## src/rtl/cpu_defs_pkg.sv

```systemverilog
// -----------------------------------------------------------------------------
// cpu_defs_pkg
// Definitions shared by the CPU control blocks:
//   - icu_state_t : interrupt control unit sequencer states
//   - ALU_*       : ALU function codes the ICU drives while it owns the datapath
//   - CCR_*       : bit positions of the condition code register {C,N,Z}
//   - VECTOR_ADDR_DEFAULT : data-memory word holding the ISR entry PC
// -----------------------------------------------------------------------------
package cpu_defs_pkg;

    typedef enum logic [2:0] {
        ICU_IDLE     = 3'd0,
        ICU_DRAIN    = 3'd1,
        ICU_PUSH_HI  = 3'd2,
        ICU_PUSH_LO  = 3'd3,
        ICU_PUSH_FLG = 3'd4,
        ICU_VECTOR   = 3'd5,
        ICU_IN_ISR   = 3'd6
    } icu_state_t;

    localparam logic [3:0] ALU_NONE     = 4'b0000;
    localparam logic [3:0] ALU_PASS_OP2 = 4'b0100;

    localparam int CCR_C = 2;
    localparam int CCR_N = 1;
    localparam int CCR_Z = 0;

    localparam int VECTOR_ADDR_DEFAULT = 0;

endpackage : cpu_defs_pkg

```

## src/rtl/int_edge_latch.sv

```systemverilog
// -----------------------------------------------------------------------------
// int_edge_latch
// Registers the external interrupt pin, detects its rising edge and holds a
// one-deep pending request until the sequencer accepts it.
//
// Ports:
//   clk         in   system clock, rising edge
//   rst         in   synchronous active-high reset
//   i_int_req   in   external interrupt pin
//   i_clear     in   sequencer is accepting the pending request this cycle
//   o_pending   out  request latched but not yet accepted
// -----------------------------------------------------------------------------
module int_edge_latch (
    input  logic clk,
    input  logic rst,
    input  logic i_int_req,
    input  logic i_clear,
    output logic o_pending
);

    logic r_int_q;
    logic r_pending;
    logic w_rise;

    assign w_rise = i_int_req & ~r_int_q;

    // NOTE: state flops use non-blocking assignment so every flop samples the
    // pre-edge value of its neighbours, independent of statement order.
    always_ff @(posedge clk) begin
        if (rst) begin
            r_int_q   <= 1'b0;
            r_pending <= 1'b0;
        end else begin
            r_int_q <= i_int_req;
            // A rise wins over a same-cycle clear; a rise while already
            // pending simply leaves the single request in place.
            if (w_rise) begin
                r_pending <= 1'b1;
            end else if (i_clear) begin
                r_pending <= 1'b0;
            end
        end
    end

    assign o_pending = r_pending;

endmodule : int_edge_latch

```

## src/rtl/interrupt_ctrl_unit.sv

```systemverilog
// -----------------------------------------------------------------------------
// interrupt_ctrl_unit
// Takes an external interrupt at an instruction boundary, lets in-flight
// instructions retire, then borrows the shared stack/memory control lines
// (int_flag=1) to push PC high word, PC low word and flags, loads the ISR
// vector, and masks further service until RTI commits.
//
// Ports:
//   clk, rst           clock; synchronous active-high reset
//   int_req            external interrupt pin (rising edge requests service)
//   instr_boundary     fetch is at the first word of an instruction
//   mem_stall          data memory busy; sequencer holds state and outputs
//   rti_commit         RTI writeback pulse; leaves the ISR
//   pc_in, flags_in    return PC and CCR to save
//   int_flag           ICU owns the shared control lines
//   stall_fetch,flush  freeze fetch and inject NOPs into decode
//   stack_operation, push_pop, write_sp, DMW, DMR, alu_function,
//   push_data, mem_addr, vector_load   datapath controls while int_flag=1
//   int_pending        request latched but not yet serviced
//
// PC_WIDTH must equal 2*DATA_WIDTH: the PC is saved as exactly two words.
// -----------------------------------------------------------------------------
module interrupt_ctrl_unit
    import cpu_defs_pkg::*;
#(
    parameter int PC_WIDTH     = 32,
    parameter int DATA_WIDTH   = 16,
    parameter int FLAG_WIDTH   = 3,
    parameter int DRAIN_CYCLES = 3,
    parameter int VECTOR_ADDR  = VECTOR_ADDR_DEFAULT
) (
    input  logic                  clk,
    input  logic                  rst,
    input  logic                  int_req,
    input  logic                  instr_boundary,
    input  logic                  mem_stall,
    input  logic                  rti_commit,
    input  logic [PC_WIDTH-1:0]   pc_in,
    input  logic [FLAG_WIDTH-1:0] flags_in,
    output logic                  int_flag,
    output logic                  stall_fetch,
    output logic                  flush,
    output logic                  stack_operation,
    output logic                  push_pop,
    output logic                  write_sp,
    output logic                  DMW,
    output logic                  DMR,
    output logic [3:0]            alu_function,
    output logic [DATA_WIDTH-1:0] push_data,
    output logic [DATA_WIDTH-1:0] mem_addr,
    output logic                  vector_load,
    output logic                  int_pending
);

    // Drain counter counts DRAIN_CYCLES-1 down to 0.
    localparam int                CNT_W      = (DRAIN_CYCLES > 1) ? $clog2(DRAIN_CYCLES) : 1;
    localparam logic [CNT_W-1:0]  DRAIN_LOAD = CNT_W'(DRAIN_CYCLES - 1);

    typedef struct packed {
        logic                  int_flag;
        logic                  stall_fetch;
        logic                  flush;
        logic                  stack_operation;
        logic                  push_pop;
        logic                  write_sp;
        logic                  dmw;
        logic                  dmr;
        logic [3:0]            alu_function;
        logic [DATA_WIDTH-1:0] push_data;
        logic [DATA_WIDTH-1:0] mem_addr;
        logic                  vector_load;
    } icu_out_t;

    icu_state_t            r_state;
    logic [CNT_W-1:0]      r_drain_cnt;
    logic [PC_WIDTH-1:0]   r_saved_pc;
    logic [FLAG_WIDTH-1:0] r_saved_flags;
    icu_out_t              r_out;

    logic w_pending;
    logic w_take;

    // Accept a request only at a clean boundary with memory idle.
    assign w_take = (r_state == ICU_IDLE) & w_pending & instr_boundary & ~mem_stall;

    int_edge_latch u_edge_latch (
        .clk       (clk),
        .rst       (rst),
        .i_int_req (int_req),
        .i_clear   (w_take),
        .o_pending (w_pending)
    );

    // Output pattern for the state being entered. Outputs are registered, so
    // each transition loads the pattern of its destination state and a held
    // state (mem_stall) keeps its outputs untouched.
    function automatic icu_out_t f_decode(
        input icu_state_t            s,
        input logic [PC_WIDTH-1:0]   pc,
        input logic [FLAG_WIDTH-1:0] fl
    );
        icu_out_t o;
        // NOTE: blocking assignment here is correct -- this is combinational
        // evaluation on a local variable, not a stored state update.
        o = '0;
        case (s)
            ICU_DRAIN: begin
                o.stall_fetch = 1'b1;
                o.flush       = 1'b1;
            end
            ICU_PUSH_HI, ICU_PUSH_LO, ICU_PUSH_FLG: begin
                o.int_flag        = 1'b1;
                o.stall_fetch     = 1'b1;
                o.flush           = 1'b1;
                o.stack_operation = 1'b1;
                o.push_pop        = 1'b1;
                o.write_sp        = 1'b1;
                o.dmw             = 1'b1;
                o.alu_function    = ALU_PASS_OP2;
                if (s == ICU_PUSH_HI) begin
                    o.push_data = pc[PC_WIDTH-1 -: DATA_WIDTH];
                end else if (s == ICU_PUSH_LO) begin
                    o.push_data = pc[DATA_WIDTH-1:0];
                end else begin
                    o.push_data = DATA_WIDTH'(fl);
                end
            end
            ICU_VECTOR: begin
                o.int_flag     = 1'b1;
                o.stall_fetch  = 1'b1;
                o.flush        = 1'b1;
                o.dmr          = 1'b1;
                o.mem_addr     = DATA_WIDTH'(VECTOR_ADDR);
                o.vector_load  = 1'b1;
                o.alu_function = ALU_NONE;
            end
            default: ;
        endcase
        return o;
    endfunction

    always_ff @(posedge clk) begin
        if (rst) begin
            // NOTE: the saved PC/flags are datapath registers but are reset
            // anyway so push_data can never carry X after reset.
            r_state       <= ICU_IDLE;
            r_drain_cnt   <= '0;
            r_saved_pc    <= '0;
            r_saved_flags <= '0;
            r_out         <= '0;
        end else begin
            case (r_state)
                ICU_IDLE: begin
                    if (w_take) begin
                        r_state     <= ICU_DRAIN;
                        r_saved_pc  <= pc_in;
                        r_drain_cnt <= DRAIN_LOAD;
                        r_out       <= f_decode(ICU_DRAIN, pc_in, r_saved_flags);
                    end
                end
                ICU_DRAIN: begin
                    if (!mem_stall) begin
                        if (r_drain_cnt == '0) begin
                            // Flags are sampled after the pipeline has drained
                            // so they reflect the last retired instruction.
                            r_saved_flags <= flags_in;
                            r_state       <= ICU_PUSH_HI;
                            r_out         <= f_decode(ICU_PUSH_HI, r_saved_pc, flags_in);
                        end else begin
                            r_drain_cnt <= r_drain_cnt - CNT_W'(1);
                        end
                    end
                end
                ICU_PUSH_HI: begin
                    if (!mem_stall) begin
                        r_state <= ICU_PUSH_LO;
                        r_out   <= f_decode(ICU_PUSH_LO, r_saved_pc, r_saved_flags);
                    end
                end
                ICU_PUSH_LO: begin
                    if (!mem_stall) begin
                        r_state <= ICU_PUSH_FLG;
                        r_out   <= f_decode(ICU_PUSH_FLG, r_saved_pc, r_saved_flags);
                    end
                end
                ICU_PUSH_FLG: begin
                    if (!mem_stall) begin
                        r_state <= ICU_VECTOR;
                        r_out   <= f_decode(ICU_VECTOR, r_saved_pc, r_saved_flags);
                    end
                end
                ICU_VECTOR: begin
                    if (!mem_stall) begin
                        r_state <= ICU_IN_ISR;
                        r_out   <= f_decode(ICU_IN_ISR, r_saved_pc, r_saved_flags);
                    end
                end
                ICU_IN_ISR: begin
                    // Service is masked here; a request latched meanwhile is
                    // picked up from IDLE at the next boundary.
                    if (rti_commit) begin
                        r_state <= ICU_IDLE;
                        r_out   <= f_decode(ICU_IDLE, r_saved_pc, r_saved_flags);
                    end
                end
                default: begin
                    r_state <= ICU_IDLE;
                    r_out   <= '0;
                end
            endcase
        end
    end

    assign int_flag        = r_out.int_flag;
    assign stall_fetch     = r_out.stall_fetch;
    assign flush           = r_out.flush;
    assign stack_operation = r_out.stack_operation;
    assign push_pop        = r_out.push_pop;
    assign write_sp        = r_out.write_sp;
    assign DMW             = r_out.dmw;
    assign DMR             = r_out.dmr;
    assign alu_function    = r_out.alu_function;
    assign push_data       = r_out.push_data;
    assign mem_addr        = r_out.mem_addr;
    assign vector_load     = r_out.vector_load;
    assign int_pending     = w_pending;

endmodule : interrupt_ctrl_unit

```

## config.mk

```make
export PLATFORM = sky130hd
export DESIGN_NAME = interrupt_ctrl_unit
export DESIGN_NICKNAME = d
export VERILOG_FILES = /design/src/rtl/cpu_defs_pkg.sv /design/src/rtl/int_edge_latch.sv /design/src/rtl/interrupt_ctrl_unit.sv
export SDC_FILE = /design/constraint.sdc
export NUM_CORES = 1
export LEC_CHECK = 0
export BUFFER_PORTS_ARGS = -buffer_cell sky130_fd_sc_hd__buf_4
export CAP_MARGIN = 10
export CORE_AREA = 2 2 67 117
export CTS_BUF_LIST = sky130_fd_sc_hd__clkbuf_4
export DETAILED_ROUTE_END_ITERATION = 12
export DIE_AREA = 0 0 69 119
export PLACE_DENSITY_LB_ADDON = 0.08
export SYNTH_ARGS = -nofsm -noshare
export SYNTH_HDL_FRONTEND = slang
export SYNTH_SLANG_ARGS = --single-unit
```

## constraint.sdc

```tcl
create_clock -name clk -period 1.75 [get_ports clk]
set_clock_uncertainty 0.15 [all_clocks]
set_input_delay 0.35 -clock clk [delete_from_list [all_inputs] [get_ports clk]]
set_output_delay 0.35 -clock clk [all_outputs]
set_load 0.02 [all_outputs]
```

* After elaboration in Yosys (flattened, before gate mapping)
Cells that the tools add are included.
Word-level totals: output and inout bits 46, bits in latches 0, ROM bits 0, memories 0, bits in writable memories 0, input bits 41, bits in registers 87
Operators by class: bitwise operators 6, reductions and logical operators 8, multiplexer cells 24, eq/ne operators 15, shifts and indexed selects 0, add/subtract/negate cells 1, divide/modulo/power cells 0, order comparisons 0, $mul 0
Operator list (count):
- $mux W45 | 8
- $pmux W45 S7 | 1
- $mux W3 | 8
- $pmux W3 S7 | 1
- $ne A2 B2 Y1 const B | 8
- $eq A3 B3 Y1 const B | 3
- $reduce_and A8 Y1 | 1
- $eq A3 B2 Y1 const B | 2
- $mux W2 | 3
- $and A1 B1 Y1 | 4
- $pmux W2 S2 | 1
- $reduce_and A4 Y1 | 1
- $reduce_bool A2 Y1 | 2
- $eq A3 B1 Y1 const B | 1
- $logic_not A3 Y1 | 1
- $reduce_and A3 Y1 | 1
- $logic_not A2 Y1 | 1
- $mux W1 | 2
- $ne A2 B1 Y1 const B | 1
- $not A1 Y1 | 2
- $reduce_and A2 Y1 | 1
- $sub A2 B1 Y2 const B | 1

* Depth between registers and ports, before layout
Gate-level depths: netlist of run 1.
depth after elaboration 6, mapped depth 7

* Hierarchy
From an unflattened synthesis of run 1, not the netlist that was laid out.
Unflattened totals: cells, all modules 346, area total of the unflattened synthesis 2905.3 µm²
Modules (own cells, without submodules):
- interrupt_ctrl_unit | cells an instance 340, area each 2837.7 µm², times used 1
- int_edge_latch | cells an instance 6, area each 67.6 µm², times used 1

* Worst setup path before layout of run 1
No wires, ideal clock.
path type reg-to-reg, from register r_drain_cnt[0], to register r_out, in the netlist push_data[0], arrival 1.590 ns, cell stages (with the launch flop) 8, period minus slack after synthesis 1.856 ns, setup slack -0.106 ns, data required time 1.484 ns, path through dfxtp_1 inv_1 ha_1 or4b_4 o211ai_2 buf_4 nor4b_1 a31o_1
On the way: longest elaborated chain between the ends 3
Ends and longest elaborated chain:
- from (decl) | line interrupt_ctrl_unit.sv:75 | logic [CNT_W-1:0] r_drain_cnt;
- from (signal assigned) | line interrupt_ctrl_unit.sv:170 | r_drain_cnt <= r_drain_cnt - CNT_W'(1);
- $logic_not A2 Y1 | line interrupt_ctrl_unit.sv:163 | if (r_drain_cnt == '0) begin
- $ne A2 B2 Y1 (no source line)
- $reduce_and A8 Y1 (no source line)
- to (signal assigned) | line interrupt_ctrl_unit.sv:158 | r_out <= f_decode(ICU_DRAIN, pc_in, r_saved_flags);
- to (signal assigned) | line interrupt_ctrl_unit.sv:168 | r_out <= f_decode(ICU_PUSH_HI, r_saved_pc, flags_in);
- to (signal assigned) | line interrupt_ctrl_unit.sv:177 | r_out <= f_decode(ICU_PUSH_LO, r_saved_pc, r_saved_flags);
- to (decl) | line interrupt_ctrl_unit.sv:78 | icu_out_t r_out;
No other way between the ends. A chain may end at the register's enable or synchronous reset.

* Worst setup path after layout of run 1
from register r_drain_cnt[0], to register r_out, in the netlist push_data[2]
Same word-level chain as after synthesis.

==> impl_metrics.csv, run 1 <==
group,metric,value,unit
power,p_leak,1.458,nW
detailed_routing,routed_wl,7483,um
global_route,grt_max_degree,35,
power,ir_worst_vdd,0.0004156,V
synth,synth_area_leaders,"dfxtp_1, nand2_1, a21oi_1",
cts,clk_latency,0.41,ns
die,die_y,119,um
global_route,grt_pass1_vias,2448,
die,pin_count,87,
sta,setup_tns,-1.069,ns
setup_path,crit_type,"reg2reg",
cts,numCtsBuffers,9,
setup_path,r2r_cells,7,
sta,setup_viol,20,
detailed_routing,via_count,2573,
placement,place_inst,474,
die,fp.dieArea,8211,sq um
min_path,worstHoldStart,"pc_in[29]",
die,coreArea,7357,sq um
global_route,overflow,0,
power,power-per-cell-area,704.7,nW/um^2
sta,fin_crit,1.856,ns
synth,ys.flop_type,"dfxtp_1",
cts,cts.reportedPaths.clkPinSlew,0.09,ns
global_route,track_usage,0.1822,
sta,fin_ws,-0.1056,ns
setup_path,critical_path.startpoint_type,"flip-flop",
setup_path,arrival,2.02,ns
die,die_x,69,um
detailed_routing,wl_per_cell,15.09,um
sta,min_period_over_period,1.060,
cts,cts_buffer_depth,2,
sta,rsz0062_at_grt,"yes",
sta,max_freq,538.9,MHz
synth,ys_warn_count,0,
placement,place_congestion,0.7444,
final_layout,syn_to_final_growth,29.17,%
synth,yosys.area.top_type,"dfxtp_1",
min_path,hold_end,"r_saved_pc[29]$_SDFFE_PP0P_",
global_route,antenna_found_initial,1,
final_layout,fin_cells,496,
synth,yosys.area.top_type_share,0.4364,
job,maxCapViolCount,0,
synth,async_reset_ff_frac,0,
final_layout,final_nets,445,
synth,ys_seq_elements,62,
setup_path,worstSetupEndpointType,"flip-flop",
final_layout,drive_gt1_frac,0.3219,
synth,syn_area,2844,sq um
synth,synth_common_cells,"nand2_1, dfxtp_1, a21oi_1",
cts,cts_tree,"built",
die,start_util,0.3866,
status,violations,"setup timing",
detailed_routing,via_per_inst,5.188,
cts,cts_root_buffer,"clkbuf_4",
min_path,min_path_cells,3,
setup_path,critical_path_peak_fanout,10,
sta,finalHoldViolCount,0,
sta,final-max-slew-violation-count,0,
detailed_routing,drt_pass1_iterations,4,
synth,seq_area_frac_synth,0.4364,
synth,synth_edf_count,0,
synth,synthCells,330,
setup_path,cp.required,1.91,ns
global_route,grt_pass1_wl,11630,um
status,status,"complete, but fails checks",
detailed_routing,drtIter0Drc,121,
final_layout,fin_util,0.4993,
placement,dp_hpwl,5110,um
detailed_routing,drc,0,
synth,synth_cell_types,45,
die,rows,42,
cts,htree_num_levels,3,
cts,cts_sinks,62,
synth,syn_area_per_cell,8.618,sq um
setup_path,r2r-end,"push_data[2]$_SDFFE_PP0P_",
min_path,hold_path.class,"in2reg",
setup_path,rr_startpoint,"r_drain_cnt[0]$_SDFFE_PP0P_",
detailed_routing,drtAntennaViolNets,0,
synth,synth_most_common_cell,"nand2_1",
placement,io_buffers,67,
setup_path,r2r_setup_slack,-0.11,ns
placement,dp_slack,-0.06415,ns
kinds of logic (layout without fill, tap and decap cells):
group	Yosys count	in the layout	share of synthesized area
other cells	1	20	0.001319
flops	62	62	0.4364
simple gates	102	102	0.1681
fa+ha+maj	1	1	0.004399
buf+inv	56	115	0.1201
compound gates	101	101	0.2442
mux	6	6	0.02244
xor+xnor	1	1	0.003080
metrics by stage:
step	instance area [sq um]	total power, mW	hold slack (ns)
after global placement	3438	1.810	0.2931
after detailed placement	3438	1.812	0.2969
after CTS	3578	2.601	0.0009607
after floorplan	2929	1.701	0.2838
final	3674	2.589	0.02794
after global routing	3674	2.713	0.003761
power by group:
group          leakage [nW]  switching [mW]  total (mW)  internal [mW]
registers             0.503          0.0160        1.45           1.44
logic                 0.897           0.196       0.353          0.157
clock network        0.0569           0.484       0.783          0.299
registers in the layout, indices dropped and copies added, names as in the netlist, 2 cells and up:
signal / flops
r_saved_flags: 3
r_drain_cnt: 2
r_state: 3
push_data: 16
r_saved_pc: 32
area by class of cell:
cell class / count / area [sq um]
inverters: 3 / 11.26
well taps: 88 / 110.1
clock inverters: 4 / 15.01
diodes: 1 / 2.502
multi-input cells: 230 / 1396
fillers: 777 / 3684
clock buffers: 11 / 82.58
flip-flops and latches: 62 / 1246
repair buffers: 97 / 809.5
worst max-delay path by stage:
stage / startpoint / endpoint / slack, ns / cells after the start
after floorplan: r_drain_cnt[0]$_SDFFE_PP0P_ / push_data[10]$_SDFFE_PP0P_ / -0.0006 / 7
after global placement: r_drain_cnt[1]$_SDFFE_PP0P_ / push_data[2]$_SDFFE_PP0P_ / -0.05 / 7
after detailed placement: r_drain_cnt[1]$_SDFFE_PP0P_ / push_data[2]$_SDFFE_PP0P_ / -0.06 / 7
after CTS: r_drain_cnt[1]$_SDFFE_PP0P_ / push_data[2]$_SDFFE_PP0P_ / -0.09 / 7
after global routing: r_drain_cnt[1]$_SDFFE_PP0P_ / push_data[2]$_SDFFE_PP0P_ / -0.16 / 7
final: r_drain_cnt[0]$_SDFFE_PP0P_ / push_data[2]$_SDFFE_PP0P_ / -0.11 / 7
per-layer routing:
layer	up-vias	GRT usage	share of wire
met5	-	0	0
met4	0	0.08946	0.018
met3	9	0.03976	0.036
met2	55	0.3347	0.56
met1	1227	0.1917	0.39
li1	1282	-	-
worst max-delay path, cell delays in order (launching register included):
cell      delay, ns
dfxtp_2        0.34
inv_2          0.04
ha_4           0.15
or4b_4         0.52
o211ai_4       0.15
buf_12         0.17
nor4b_1        0.06
a31o_1         0.18
cells in the final DEF, fill, tap and decap left out, types with 5 or more instances in the layout:
cell type,netlist,final
buf_4,26,87
nand2_1,66,66
dfxtp_1,62,58
a21oi_1,40,39
conb_1,1,19
a22oi_1,16,16
o211ai_1,15,15
clkbuf_4,0,11
o41ai_1,13,10
nor2_1,10,9
clkinv_1,1,5
what timing repair did:
action	in CTS	in global routing
gates resized for setup	1	15
setup endpoints to repair	20	56
pin swaps	0	6
gates cloned	0	2
buffers inserted	0	0
hold endpoints to repair	4	0
hold buffers	4	0
No activity file was read; power rests on OpenSTA's default activity.
==> run 2: changes to the inputs <==
Settings changed: PLACE_DENSITY set to 0.65, PLACE_DENSITY_LB_ADDON 0.08 to not set.
==> impl_metrics.csv, run 2 (synthesis results as in run 1) <==
group,metric,value,unit
status,status,"complete, but fails checks",
status,violations,"setup timing",
global_route,grt_max_degree,33,
job,maxCapViolCount,0,
detailed_routing,drtIter0Drc,157,
final_layout,syn_to_final_growth,29.78,%
die,start_util,0.3866,
sta,finalHoldViolCount,0,
setup_path,critical_path.startpoint_type,"flip-flop",
final_layout,layout_common_cells,"buf_4, nand2_1, dfxtp_1",
setup_path,critical_path_peak_fanout,20,
sta,final-max-slew-violation-count,0,
global_route,grt_pass1_vias,2489,
setup_path,worstSetupEndpointType,"flip-flop",
final_layout,drive_gt1_frac,0.3092,
power,power-per-cell-area,745.4,nW/um^2
detailed_routing,drc,0,
sta,fin_crit,1.825,ns
detailed_routing,routed_wl,6943,um
global_route,overflow,0,
global_route,antenna_found_initial,1,
placement,place_congestion,0.8470,
cts,cts_tree,"built",
power,p_leak,1.466,nW
detailed_routing,wl_per_cell,13.80,um
setup_path,arrival,2.00,ns
cts,clk_latency,0.42,ns
detailed_routing,drtAntennaViolNets,0,
sta,slew_headroom,0.6503,
sta,rsz0062_at_grt,"yes",
sta,setup_viol,17,
cts,cts_root_buffer,"clkbuf_4",
die,coreArea,7357,sq um
detailed_routing,via_count,2606,
cts,htree_num_levels,3,
final_layout,final_common_cell,"buf_4",
die,pin_count,87,
min_path,hold_path.class,"in2reg",
setup_path,crit_type,"reg2reg",
final_layout,fin_cells,503,
final_layout,largest_reg_flops,32,
cts,cts_buffer_depth,2,
cts,cts.reportedPaths.clkPinSlew,0.10,ns
placement,post_dp_cell_area,3421,sq um
sta,fin_ws,-0.07533,ns
die,fp.dieArea,8211,sq um
detailed_routing,drt_pass1_iterations,4,
die,rows,42,
final_layout,regMostFlops,"r_saved_pc",
final_layout,final_area,3691,sq um
final_layout,final_nets,452,
sta,min_period_over_period,1.043,
die,die_y,119,um
sta,setup_tns,-0.4819,ns
placement,io_buffers,67,
cts,cts_sinks,62,
sta,tightest_slew,0.5213,ns
die,die_x,69,um
detailed_routing,via_per_inst,5.181,
sta,max_freq,547.8,MHz
setup_path,cp.required,1.92,ns
placement,place_inst,475,
final_layout,fin_util,0.5017,
power,ir_worst_vdd,0.0004499,V
placement,dp_hpwl,5028,um
cts,numCtsBuffers,9,
global_route,track_usage,0.1726,
global_route,grt_pass1_wl,11370,um
## run 2: area by class of cell
| class | count | area (sq um) |
|---|---|---|
| fillers | 743 | 3666 |
| multi-input cells | 230 | 1359 |
| flip-flops and latches | 62 | 1245 |
| repair buffers | 104 | 837.1 |
| well taps | 88 | 110.1 |
| clock buffers | 10 | 75.07 |
| clock inverters | 5 | 51.30 |
| inverters | 3 | 11.26 |
| diodes | 1 | 2.502 |
## run 2: critical path, cell delays in order, from the launching register on
cell,delay [ns]
dfxtp_2,0.35
inv_2,0.04
ha_4,0.15
or4b_4,0.50
o211ai_2,0.10
buf_12,0.18
nor4b_1,0.06
a31o_1,0.19
## run 2: what timing repair did
item,CTS,global route
pin swaps,2,1
hold endpoints to repair,11,0
resized for setup,3,7
hold buffers,11,0
endpoints found under the setup margin,22,55
setup buffers,0,1
## run 2: worst paths after layout
kind,start,end,depth (start not counted),slack (ns)
worst max-delay path,r_drain_cnt[0]$_SDFFE_PP0P_,push_data[1]$_SDFFE_PP0P_,7,-0.08
worst min-delay path,pc_in[31],r_saved_pc[31]$_SDFFE_PP0P_,3,0.02
worst max register to register,r_drain_cnt[0]$_SDFFE_PP0P_,push_data[1]$_SDFFE_PP0P_,7,-0.08
worst min register to register,r_saved_pc[0]$_SDFFE_PP0P_,r_saved_pc[0]$_SDFFE_PP0P_,2,0.31
## run 2: stage by stage
stage / hold WS, ns / power (mW) / setup WS (ns)
2_1_floorplan: 0.2838 / 1.701 / -0.0006286
3_3_place_gp: 0.2932 / 1.805 / -0.05378
3_5_place_dp: 0.2966 / 1.811 / -0.07528
4_1_cts: 0.0001843 / 2.768 / -0.07469
5_1_grt: 0.01358 / 2.861 / -0.1396
6_report: 0.02387 / 2.751 / -0.07533
## run 2: where the power goes
group / switching (mW) / internal [mW] / total, mW
logic: 0.190 / 0.161 / 0.351
registers: 0.0157 / 1.44 / 1.45
clock network: 0.514 / 0.434 / 0.948
total: 0.719 / 2.03 / 2.75
## run 2: metal layers
layer,routed length (um),up-vias,global-route usage
li1,-,1289,-
met1,2858,1218,0.1947
met2,3560,82,0.2903
met3,327,17,0.03553
met4,197,0,0.1127
met5,0,-,0
